===== config.mk =====
export PLATFORM = sky130hd
export DESIGN_NAME = fifo_read_acc
export DESIGN_NICKNAME = d
export VERILOG_FILES = /design/src/rtl/fifo_pkg.sv /design/src/rtl/sat_add.sv /design/src/rtl/fifo_read_acc.sv
export SDC_FILE = /design/constraint.sdc
export NUM_CORES = 1
export LEC_CHECK = 0
export ABC_AREA = 1
export CELL_PAD_IN_SITES_DETAIL_PLACEMENT = 1
export CELL_PAD_IN_SITES_GLOBAL_PLACEMENT = 1
export CORE_MARGIN = 5
export CORE_UTILIZATION = 41
export CTS_BUF_LIST = sky130_fd_sc_hd__clkbuf_8
export CTS_CLUSTER_SIZE = 10
export DETAILED_ROUTE_END_ITERATION = 12
export PLACE_DENSITY_LB_ADDON = 0.3
export SYNTH_ARGS = -nofsm -noshare
export SYNTH_HDL_FRONTEND = slang
export SYNTH_HIERARCHICAL = 1
export SYNTH_SLANG_ARGS = --single-unit

===== constraint.sdc =====
create_clock -name Rclk -period 3 [get_ports Rclk]
set_clock_uncertainty 0.05 [all_clocks]
set_input_delay 0.6 -clock Rclk [delete_from_list [all_inputs] [get_ports Rclk]]
set_output_delay 0.6 -clock Rclk [all_outputs]
set_load 0.01 [all_outputs]

===== src/rtl/fifo_pkg.sv =====
// Shared types and helpers for the FIFO read-side accumulator.
package fifo_pkg;

  localparam int unsigned DATA_W_DEF = 8;

  typedef enum logic {
    ACCUM,
    HOLD
  } state_e;

  // Width of the per-burst sample counter; BURST >= 2 keeps this at least 1.
  function automatic int unsigned cnt_width(input int unsigned burst);
    return $clog2(burst);
  endfunction

endpackage


===== src/rtl/sat_add.sv =====
// Combinational accumulator step: sum + zero-extended data, optionally clamped.
module sat_add #(
  parameter int unsigned ACC_W    = 16,
  parameter int unsigned DATA_W   = 8,
  parameter bit          SATURATE = 1'b1
) (
  input  logic [ACC_W-1:0]  sum,
  input  logic [DATA_W-1:0] data,
  output logic [ACC_W-1:0]  result,
  output logic              carry
);

  logic [ACC_W:0] full;

  // One extra bit catches the carry-out; clamp to all-ones when saturating.
  always_comb begin
    full   = {1'b0, sum} + {{(ACC_W + 1 - DATA_W){1'b0}}, data};
    carry  = full[ACC_W];
    result = full[ACC_W-1:0];
    if (SATURATE && carry) begin
      result = '1;
    end
  end

endmodule


===== src/rtl/fifo_read_acc.sv =====
// Pops samples from an FWFT FIFO, sums BURST of them and presents the result
// with a valid/ready handshake. Saturating or wrapping, with an overflow flag.
module fifo_read_acc
  import fifo_pkg::*;
#(
  parameter int unsigned DATA_W   = DATA_W_DEF,
  parameter int unsigned ACC_W    = 16,
  parameter int unsigned BURST    = 4,
  parameter bit          SATURATE = 1'b1
) (
  input  logic              Rclk,
  input  logic              rrst_n,
  input  logic [DATA_W-1:0] Rdata_i,
  input  logic              Rempty_i,
  output logic              Rinc_o,
  output logic [ACC_W-1:0]  Acc_o,
  output logic              acc_valid_o,
  input  logic              acc_ready_i,
  output logic              sat_o
);

  localparam int unsigned     CntW    = cnt_width(BURST);
  localparam logic [CntW-1:0] CntLast = CntW'(BURST - 1);

  state_e          state_q, state_d;
  logic [ACC_W-1:0] sum_q, sum_d;
  logic [ACC_W-1:0] acc_q, acc_d;
  logic [ACC_W-1:0] add_res;
  logic [CntW-1:0]  cnt_q, cnt_d;
  logic             ovf_q, ovf_d;
  logic             sat_q, sat_d;
  logic             valid_q, valid_d;
  logic             carry;
  logic             pop;

  sat_add #(
    .ACC_W   (ACC_W),
    .DATA_W  (DATA_W),
    .SATURATE(SATURATE)
  ) u_sat_add (
    .sum   (sum_q),
    .data  (Rdata_i),
    .result(add_res),
    .carry (carry)
  );

  // Pop strobe: gated by reset so nothing leaves the FIFO in a reset cycle.
  always_comb begin
    pop    = rrst_n && (state_q == ACCUM) && !Rempty_i;
    Rinc_o = pop;
  end

  // Next-state logic: accumulate on pops, hand off the result on the last one.
  always_comb begin
    state_d = state_q;
    sum_d   = sum_q;
    acc_d   = acc_q;
    cnt_d   = cnt_q;
    ovf_d   = ovf_q;
    sat_d   = sat_q;
    valid_d = valid_q;
    unique case (state_q)
      ACCUM: begin
        if (pop) begin
          if (cnt_q == CntLast) begin
            acc_d   = add_res;
            sat_d   = ovf_q | carry;
            valid_d = 1'b1;
            sum_d   = '0;
            ovf_d   = 1'b0;
            cnt_d   = '0;
            state_d = HOLD;
          end else begin
            sum_d = add_res;
            ovf_d = ovf_q | carry;
            cnt_d = cnt_q + 1'b1;
          end
        end
      end
      HOLD: begin
        // valid is always set in HOLD, so ready alone completes the handshake.
        if (acc_ready_i) begin
          valid_d = 1'b0;
          state_d = ACCUM;
        end
      end
      default: state_d = ACCUM;
    endcase
  end

  // State and result registers with synchronous active-low reset.
  always_ff @(posedge Rclk) begin
    if (!rrst_n) begin
      state_q <= ACCUM;
      sum_q   <= '0;
      acc_q   <= '0;
      cnt_q   <= '0;
      ovf_q   <= 1'b0;
      sat_q   <= 1'b0;
      valid_q <= 1'b0;
    end else begin
      state_q <= state_d;
      sum_q   <= sum_d;
      acc_q   <= acc_d;
      cnt_q   <= cnt_d;
      ovf_q   <= ovf_d;
      sat_q   <= sat_d;
      valid_q <= valid_d;
    end
  end

  // Outputs come straight from registers.
  always_comb begin
    Acc_o       = acc_q;
    acc_valid_o = valid_q;
    sat_o       = sat_q;
  end

endmodule


After elaboration in Yosys (flattened, before gate mapping)
Cells that the tools add are included.

Add/subtract/negate cells: 2. Equal/unequal tests: 4. Mux-type cells: 12. Bitwise gates (word level): 2. Reductions and logical operators: 6.

Operators with widths (number): two-way mux 16 bit (2); adder 16 x 8 -> 17 bit (1); two-way mux 1 bit (7); AND reduction 3 bit (2); != test 2 bit (second input constant) (2); case mux 1 bit (2 select lines) (2); adder 2 x 1 -> 2 bit (second input constant) (1); equality test 2 bit (second input constant) (1); logical AND 1 bit (2); two-way mux 2 bit (1); != test 2 x 1 -> 1 bit (second input constant) (1); AND reduction 2 bit (1); logical NOT 1 bit (1); inverter 1 bit (1); bitwise OR 1 bit (1).

Register bits: 38. Output and inout bits: 19. Word-level logic and storage cells: 33.

Logic depth before layout (Yosys ltp)
Depth after elaboration: 5. Mapped depth: 15. Depth with buffers taken out: 15.

Cells and area by module
The synthesis kept the hierarchy.

By module, submodules not included: fifo_read_acc (instances 1, cells an instance 229, area an instance 1649.1 sq um, seq. area each 760.7 sq um); sat_add (instances 1, cells an instance 152, area an instance 843.3 sq um, seq. area each 0.0 sq um).

Least setup slack after synthesis
OpenSTA, ideal clock, no wires.

Path kind: input-to-reg. Start: input Rdata_i[0]. End: register sat_q, in the netlist sat_o. Data arrival time: 2.139 ns. Required time: 2.837 ns. Slack: 0.698 ns. Cell stages on the path: 14. Buffers on the path: 1. Cells stage by stage: ha_1 > fa_1 > nand2_1 > nand2_1 > and2_4 > nand2_2 > nand2_4 > nand3_4 > buf_12 > inv_1 > nor2_1 > nand4_1 > nand2_1 > nor2_1.

Cells in the longest elaborated chain, start to end: 2.

Ends and longest elaborated chain: start: declaration (line fifo_read_acc.sv:13) `input logic [DATA_W-1:0] Rdata_i,`; adder 16 x 8 -> 17 bit (line sat_add.sv:17) `full = {1'b0, sum} + {{(ACC_W + 1 - DATA_W){1'b0}}, data};`; named net carry (line fifo_read_acc.sv:33) `logic carry;`; bitwise OR 1 bit (line fifo_read_acc.sv:67) `sat_d = ovf_q | carry;`; end signal: assignment (line fifo_read_acc.sv:107) `sat_q <= sat_d;`; end: declaration (line fifo_read_acc.sv:31) `logic sat_q, sat_d;`.

The timed path passes the listed nets, and every way through them passes these cells. A chain may end at the register's enable or synchronous reset.

Worst setup path in the final report
Same ends and word-level chain as after synthesis.

==> reports/metrics.cfg <==
[status]
status=completed

[power]
power_leakage_nw=1.344
power_per_cell_area_nw_per_um2=385.4
power_mw=1.112
max-vdd-ir-drop_mv=0.1922

[yosys]
ys_warn_count=6
async_flop_share=0
synth_top_cell_by_area=dfxtp_1
synth_edf_count=0
synth_area_leaders=dfxtp_1 31%, nand2_1 16%, nor2_1 11%
yosysSeqAreaShare=0.3052
synth_fp_nets=403
ys.flop_type=dfxtp_1
netlist_instances=381
synthTopCellsByCount=108 x nand2_1, 71 x nor2_1, 47 x inv_1, 38 x dfxtp_1, 20 x a21oi_1
synth.distinct_cells=32
yosysMostFrequentCell=nand2_1
avgSynthCellArea_um2=6.542
synth_top_area_share=0.3052
syn_area_um2=2492
ys_ff_latch=38

[sta]
finalSetupViolCount=0
maxSlewViolCount=0
finalCriticalPeriod_ps=2660
tns_ps=0
fin_crit_sh=0.8868
hold_viol=0
tightest_slew_ps=633.4
max_slew_margin=0.5777
setup_ws_ps=339.6
rsz0062_at_grt=false
fmax_mhz=375.9

[global_route]
grt_pass1_vias=2521
grt_max_degree=21
grt_util_met1=0.2111
grt.met3_usage=0.03481
grt-ovfl-total=0
grt_pass1_wl_um=11520
antenna_found_initial=0
grt-busiest-layer=met2
grtUsageTotal=0.1899
use_met2=0.3562

[finish]
area_growth_syn_to_layout_pct=15.81
nNetsFinal=429
drive_gt1_frac=0.09314
antenna_cells=0

[floorplan]
die_h_um=87.97
start_util=0.4210
die_w_um=87.97
num_io_pins=31
rows=28
dieArea_um2=7738
core_area_um2=5921

[clock_tree]
htreeDepth=2
hold_buffers=0
cts_tree=built
clk_pin_slew_ps=90
cts_setup_buffers=0
cts.sinks=38
post_cts_resized=0
insertion_delay_ps=300
numCtsBuffers=5
cts_buffer_depth=2
cts_root_buf=clkbuf_8

[route]
drt_pre_antenna_iters=4
wl_per_cell_um=14.08
drc=0
via_count=2429
drt_iter0_drc=74
routed_via_density=5.029
wirelength_um=6802
detail-route-antenna-nets=0

[placement]
portBuffers=30
place_ws_ps=54.47
hpwlAfterDp_um=5152
gp_congestion=0.8314

[critical_path]
critical_path_required_ps=3150
cp_max_fo=16
crit_arrival_ps=2810
crit_path_end_kind=flop
critPathLaunchType=input pin
crit_type=input pin to flop

[flow_run]
maxCapViolCount=0

[hold_path]
hold_class=flop to flop

[metrics by stage]
stage	area, um^2	hold WS [ps]	utilization	instances
3_5_place_dp	2791	415.5	0.4715	475
4_1_cts	2887	429.9	0.4875	483
2_1_floorplan	2492	393.9	-	381
6_report	2887	424.5	0.4875	483
3_3_place_gp	2791	403.4	0.4715	475
5_1_grt	2887	443.5	0.4875	483
[where the power goes]
group / switching, mW / internal (mW) / total, mW / leakage (nW)
logic: 0.123 / 0.0749 / 0.198 / 0.989
clock network: 0.208 / 0.185 / 0.393 / 0.0472
registers: 0.00715 / 0.515 / 0.522 / 0.307
total: 0.338 / 0.775 / 1.11 / 1.34
[layout by cell type, fill, tap and decap left out, drive strengths merged, types with 5 or more instances in the layout]
| master | netlist | routed |
|---|---|---|
| clkdlybuf4s50 | 0 | 30 |
| buf | 13 | 5 |
| nand4 | 18 | 18 |
| inv | 50 | 50 |
| dfxtp | 38 | 38 |
| ha | 9 | 9 |
| nand3 | 26 | 26 |
| nand2 | 115 | 115 |
| a21oi | 20 | 20 |
| nor2 | 74 | 74 |
| clkbuf | 3 | 6 |
[state kept, by name, indices dropped and copies added (netlist names)]
register and count:
Acc_o 16, sum_q 16, cnt_q 2, acc_valid_o 1
ovf_q 1, sat_o 1, state_q 1
[per-layer routing]
metal	part of all wire	up-vias	wire (um)
met5	0	-	0
met4	0.024	0	165
met3	0.028	15	189
met2	0.52	31	3511
met1	0.43	1150	2935
li1	-	1233	-
[worst paths after layout]
check                           slack, ps  endpoint        from  cells past startpoint
worst max-delay path                  340     sat_o  Rdata_i[0]                     14
worst min register to register        420  sum_q[6]    sum_q[6]                      2
worst max register to register        710     sat_o    sum_q[0]                     13
worst min-delay path                  420  sum_q[6]    sum_q[6]                      2
[logic make-up after synthesis]
group,share of synthesized area
adder cells (fa/ha/maj),0.05321
flip-flops,0.3052
buffers and inverters,0.1285
AO/OA/AOI/OAI,0.04970
XOR/XNOR,0.007029
AND/OR/NAND/NOR,0.4563
[layout make-up]
type	instances	area, um^2
fill	804	3034
multi-input combinational	277	1411
sequential	38	760.7
timing repair buffer	35	337.8
inverter	50	187.7
tap	75	93.84
clock buffer	6	82.58
clock inverter	2	12.51
[critical path, stage by stage]
cell and delay [ps]:
clkdlybuf4s50_1 400, ha_1 210, fa_1 400, nand2_1 110, nand2_1 80, and2_4 150
nand2_2 90, nand2_4 70, nand3_4 220, inv_1 90, nor2_1 150, nand4_1 110
nand2_1 90, nor2_1 40
Note: power is estimated with default switching activity, not from simulation.
